File: config.mk
export PLATFORM = sky130hd
export DESIGN_NAME = vedic_mul_seq
export DESIGN_NICKNAME = d
export VERILOG_FILES = /design/src/rtl/vedic_mul_seq.sv
export SDC_FILE = /design/constraint.sdc
export NUM_CORES = 1
export LEC_CHECK = 0
export CORE_MARGIN = 1
export CORE_UTILIZATION = 40
export DETAILED_ROUTE_END_ITERATION = 10
export DONT_BUFFER_PORTS = 1
export REMOVE_ABC_BUFFERS = 1
export SKIP_LAST_GASP = 1
export SYNTH_ARGS = -nofsm -noshare
export SYNTH_HDL_FRONTEND = slang
export SYNTH_SLANG_ARGS = --single-unit
export TNS_END_PERCENT = 50
File: constraint.sdc
create_clock -name clk -period 7.3 [get_ports clk]
set_input_delay 1.46 -clock clk [delete_from_list [all_inputs] [get_ports clk]]
set_output_delay 1.46 -clock clk [all_outputs]
set_load 0.01 [all_outputs]
File: src/rtl/vedic_mul_seq.sv
// Sequential multiplier built around one 4x4 Vedic (urdhva-tiryagbhyam) digit product.
// Each CALC cycle multiplies one nibble pair and accumulates it at the right weight.
// Signed operands are handled as magnitudes, and the sign is applied once at the end.
module vedic_mul_seq #(
    parameter int unsigned WIDTH = 8
) (
    input  logic                 clk,
    input  logic                 rst_n,
    input  logic                 in_valid,
    output logic                 in_ready,
    input  logic [WIDTH-1:0]     a,
    input  logic [WIDTH-1:0]     b,
    input  logic                 is_signed,
    output logic                 out_valid,
    input  logic                 out_ready,
    output logic [2*WIDTH-1:0]   product,
    output logic                 busy
);

    localparam int unsigned D  = WIDTH / 4;
    localparam int unsigned IW = (D > 1) ? $clog2(D) : 1;
    localparam int unsigned PW = 2 * WIDTH;

    typedef enum logic [1:0] {
        IDLE = 2'd0,
        CALC = 2'd1,
        DONE = 2'd2
    } state_t;

    state_t             state_q, state_d;
    logic [WIDTH-1:0]   amag_q, amag_d;
    logic [WIDTH-1:0]   bmag_q, bmag_d;
    logic               neg_q, neg_d;
    logic [PW-1:0]      acc_q, acc_d;
    logic [IW-1:0]      i_q, i_d;
    logic [IW-1:0]      j_q, j_d;
    logic [PW-1:0]      product_d;
    logic               out_valid_d;
    logic               in_ready_d;
    logic               busy_d;

    logic [3:0]         a_dig;
    logic [3:0]         b_dig;
    logic [7:0]         pp;
    logic [IW:0]        ij_sum;
    logic [PW-1:0]      acc_sum;

    // 2x2 Vedic cell: vertical and crosswise products with two half adders
    function automatic logic [3:0] vedic2(input logic [1:0] x, input logic [1:0] y);
        logic       c0;
        logic       c1;
        logic [3:0] r;
        r[0]      = x[0] & y[0];
        {c0, r[1]} = {1'b0, x[1] & y[0]} + {1'b0, x[0] & y[1]};
        {c1, r[2]} = {1'b0, x[1] & y[1]} + {1'b0, c0};
        r[3]      = c1;
        return r;
    endfunction

    // 4x4 Vedic multiplier composed from four 2x2 cells
    function automatic logic [7:0] vedic4(input logic [3:0] x, input logic [3:0] y);
        logic [3:0] q0;
        logic [3:0] q1;
        logic [3:0] q2;
        logic [3:0] q3;
        q0 = vedic2(x[1:0], y[1:0]);
        q1 = vedic2(x[3:2], y[1:0]);
        q2 = vedic2(x[1:0], y[3:2]);
        q3 = vedic2(x[3:2], y[3:2]);
        return {4'b0000, q0} + {2'b00, q1, 2'b00} + {2'b00, q2, 2'b00} + {q3, 4'b0000};
    endfunction

    // Current nibble pair product, shifted to weight 16^(i+j) and added to the accumulator
    always_comb begin
        a_dig   = amag_q[{i_q, 2'b00} +: 4];
        b_dig   = bmag_q[{j_q, 2'b00} +: 4];
        pp      = vedic4(a_dig, b_dig);
        ij_sum  = {1'b0, i_q} + {1'b0, j_q};
        acc_sum = acc_q + (PW'(pp) << {ij_sum, 2'b00});
    end

    // Next-state, datapath and output decode
    always_comb begin
        state_d     = state_q;
        amag_d      = amag_q;
        bmag_d      = bmag_q;
        neg_d       = neg_q;
        acc_d       = acc_q;
        i_d         = i_q;
        j_d         = j_q;
        product_d   = product;
        out_valid_d = 1'b0;
        in_ready_d  = 1'b0;
        busy_d      = 1'b0;

        case (state_q)
            IDLE: begin
                if (in_valid && in_ready) begin
                    if (is_signed) begin
                        amag_d = a[WIDTH-1] ? WIDTH'(~a + WIDTH'(1)) : a;
                        bmag_d = b[WIDTH-1] ? WIDTH'(~b + WIDTH'(1)) : b;
                        neg_d  = a[WIDTH-1] ^ b[WIDTH-1];
                    end else begin
                        amag_d = a;
                        bmag_d = b;
                        neg_d  = 1'b0;
                    end
                    acc_d   = '0;
                    i_d     = '0;
                    j_d     = '0;
                    state_d = CALC;
                end
            end
            CALC: begin
                acc_d = acc_sum;
                if (j_q == IW'(D - 1)) begin
                    j_d = '0;
                    if (i_q == IW'(D - 1)) begin
                        product_d = neg_q ? PW'(~acc_sum + PW'(1)) : acc_sum;
                        state_d   = DONE;
                    end else begin
                        i_d = i_q + IW'(1);
                    end
                end else begin
                    j_d = j_q + IW'(1);
                end
            end
            DONE: begin
                if (out_ready) begin
                    state_d = IDLE;
                end
            end
            default: begin
                state_d = IDLE;
            end
        endcase

        out_valid_d = (state_d == DONE);
        in_ready_d  = (state_d == IDLE);
        busy_d      = (state_d != IDLE);
    end

    // State, datapath and registered outputs
    always_ff @(posedge clk or negedge rst_n) begin
        if (!rst_n) begin
            state_q   <= IDLE;
            amag_q    <= '0;
            bmag_q    <= '0;
            neg_q     <= 1'b0;
            acc_q     <= '0;
            i_q       <= '0;
            j_q       <= '0;
            product   <= '0;
            out_valid <= 1'b0;
            in_ready  <= 1'b1;
            busy      <= 1'b0;
        end else begin
            state_q   <= state_d;
            amag_q    <= amag_d;
            bmag_q    <= bmag_d;
            neg_q     <= neg_d;
            acc_q     <= acc_d;
            i_q       <= i_d;
            j_q       <= j_d;
            product   <= product_d;
            out_valid <= out_valid_d;
            in_ready  <= in_ready_d;
            busy      <= busy_d;
        end
    end

endmodule

==> flow_summary.toml <==
[global_routing]
grt_overflow = 0
grt_use_total = 0.181
grt_pass1_wl_mm = 16.1
grt_pass1_vias = 3331
antenna_found_initial = 0
grt_max_degree = 57

[run]
cap_violations = 0

[setup_path]
cpMaxStageDelayCell = "fa_1"
worstPathRequired_ns = 7.47
cp_num_buf_inv = 2
path_cells = "mux2i_1 > nor2_1 > ha_1 > ha_1 > inv_1 > fa_1 > inv_1 > ha_1 > a21o_1 > a21oi_1 > xor2_1 > mux2i_1 > and2_1 > ha_1 > a21oi_1 > o21ai_0 > a211o_1 > and3_1 > or3_1 > nor4b_2 > mux2i_1 > o311ai_1"
arrival_ns = 6.10
crit_type = "register to register"
path_max_fanout = 7
cpMostUsedCell = "ha_1"
r2r-start = "i_q$_DFFE_PN0P_"
crit_path_end_kind = "register"
worst_path_dominant_cell_family = "adder cells"
critical_path.startpoint_type = "register"
cpPeakStageDelay_ns = 0.59
critPathLaunch = "i_q$_DFFE_PN0P_"

[final_layout]
antenna_cells = 0
instances_no_fill = 628
layout_common_cells = "nand2_1, dfrtp_1, o21ai_0, nor2_1, inv_1"
regArea_mm2 = 0.00140
layout.nets = 549
final_area_mm2 = 0.00448
layout_commonest_cell = "nand2_1"
fillers = 1045
area_growth_pct = 5.05
multiInputGateArea_mm2 = 0.00266
postLayoutCoreUtil = 0.434
drive_above_1_share = 0.0610

[power_and_ir_drop]
p_per_area_mw_per_mm2 = 529
irDropWorstVdd_mv = 0.209
power_leakage_nw = 2.10

[placement]
post_dp_cell_area_mm2 = 0.00436
place_inst = 620
io_buffers = 0
dp_hpwl_mm = 6.99
gp_congestion = 0.869

[sta]
worst_pin_slew_ns = 1.10
max_freq_ghz = 0.169
rsz0062_at_grt = "false"
finalSetupViolations = 0
fin_skew_ns = 0.00958
fin_crit_sh = 0.812
slew_headroom = 0.267
hold_violations = 0
finalCriticalPeriod_ns = 5.93
fin_tns_setup_ns = 0
slew_violations = 0

[yosys]
syn_inst = 506
synth-seq-cells = 56
avgSynthCellArea_um2 = 8.43
synth-main-ff-cell = "dfrtp_1"
synthArstFlopShare = 1.00
ys_warn_count = 0
netlist_area_mm2 = 0.00426
synth-edff-count = 0
synthDistinctLibCells = 55
seq_area_frac_synth = 0.329

[floorplanning]
core_mm2 = 0.0103
rows = 37
ios = 40
die_x_um = 105
die_area_mm2 = 0.0111
fp.dieH_um = 105
start_util = 0.413

[clocking]
clock_path_buffers = 2
tritoncts = "yes"
ctsHoldBuffers = 0
cts.sinks = 56
clk-insertion-delay-late_ns = 0.31
cts_made_buffers = 5
post_cts_buffers = 0
clk_pin_slew_ns = 0.11
cts_resized = 0
htree_levels = 2
cts-root-buf = "clkbuf_8"

[route]
drc = 0
drt.antenna.violating_nets = 0
routed_wl_mm = 9.37
vias = 3360
vias_per_cell = 5.35
wl_per_cell_um = 14.9
drtIter0Drc = 134
dr.pass1.iters = 4

[min_path]
hp-class = "register to register"
worstHoldStart = "amag_q[3]$_DFFE_PN0P_"

[run_status]
status = "complete, no violations"
per-layer routing:
metal  track usage  vias up  routed length, µm
met1         0.244     1568               4610
met3        0.0272        9                249
met2         0.302       63               4390
li1              -     1720                  -
met4        0.0503        0                114
met5             0        -                  0
cells in the mapped netlist, types with 4 or more instances:
cell type / instances / area (µm²)
nor2_1: 38 / 143
or2_2: 5 / 31.3
and3_1: 4 / 25.0
fa_1: 6 / 120
o21ai_1: 7 / 35.0
o21ai_0: 44 / 220
xor2_1: 18 / 158
nor3_1: 8 / 40.0
nand2b_1: 6 / 37.5
clkbuf_1: 24 / 90.1
a21oi_1: 22 / 110
mux2i_1: 14 / 140
or3_1: 6 / 37.5
nand3_1: 30 / 150
inv_1: 32 / 120
xnor2_1: 20 / 175
a21o_1: 8 / 60.1
nor3b_1: 8 / 60.1
o31ai_1: 4 / 30.0
nand2_1: 68 / 255
and2_1: 4 / 25.0
dfrtp_1: 55 / 1380
ha_1: 31 / 388
worst min-delay path: cells and delay by family (launching register included):
kind / cells / cell delay, ns
compound gates: 1 / 0.06
flops: 1 / 0.35
simple gates: 1 / 0.05
flip-flops by register name, indices dropped and copies added, names as in the netlist:
signal	cells
in_ready	1
bmag_q	8
j_q	1
product	16
amag_q	8
acc_q	16
busy	1
neg_q	1
out_valid	1
state_q	2
i_q	1
final timing paths:
check | to | slack (ns) | cells after the start
setup reg to reg | product[14]$_DFFE_PN0P_ | 1.37 | 22
setup / recovery | product[14]$_DFFE_PN0P_ | 1.37 | 22
hold / removal | amag_q[3]$_DFFE_PN0P_ | 0.49 | 2
min in group asynchronous | product[6]$_DFFE_PN0P_ | 0.82 | 0
max in group asynchronous | in_ready$_DFF_PN1_ | 6.30 | 0
hold reg to reg | amag_q[3]$_DFFE_PN0P_ | 0.49 | 2
through the flow:
stage | power (W) | worst slack [ns] | hold slack [ns]
final | 0.00237 | 1.37 | 0.490
after global routing | 0.00261 | 0.924 | 0.524
after CTS | 0.00238 | 1.41 | 0.496
after detailed placement | 0.00215 | 1.44 | 0.470
after global placement | 0.00212 | 1.59 | 0.468
after floorplan | 0.00180 | 2.04 | 0.446
area by class of cell:
type	instances	area share
Sequential cell	56	0.313
Clock inverter	3	0.0103
Inverter	32	0.0268
Tap cell	136	0.0380
Clock buffer	5	0.0154
Timing Repair Buffer	2	0.00335
Multi-Input combinational cell	394	0.593
kinds of logic after synthesis:
group	synth area share
simple gates	0.220
compound gates	0.163
buf+inv	0.0493
flops	0.329
xor+xnor	0.0781
fa+ha+maj	0.119
mux	0.0408
where the power goes:
part,switching (W),total [W],internal [W]
Clock,0.000111,0.000215,0.000104
Combinational,0.000969,0.00160,0.000626
Sequential,0.000119,0.000560,0.000441
Power figures use the tool's default switching activity.
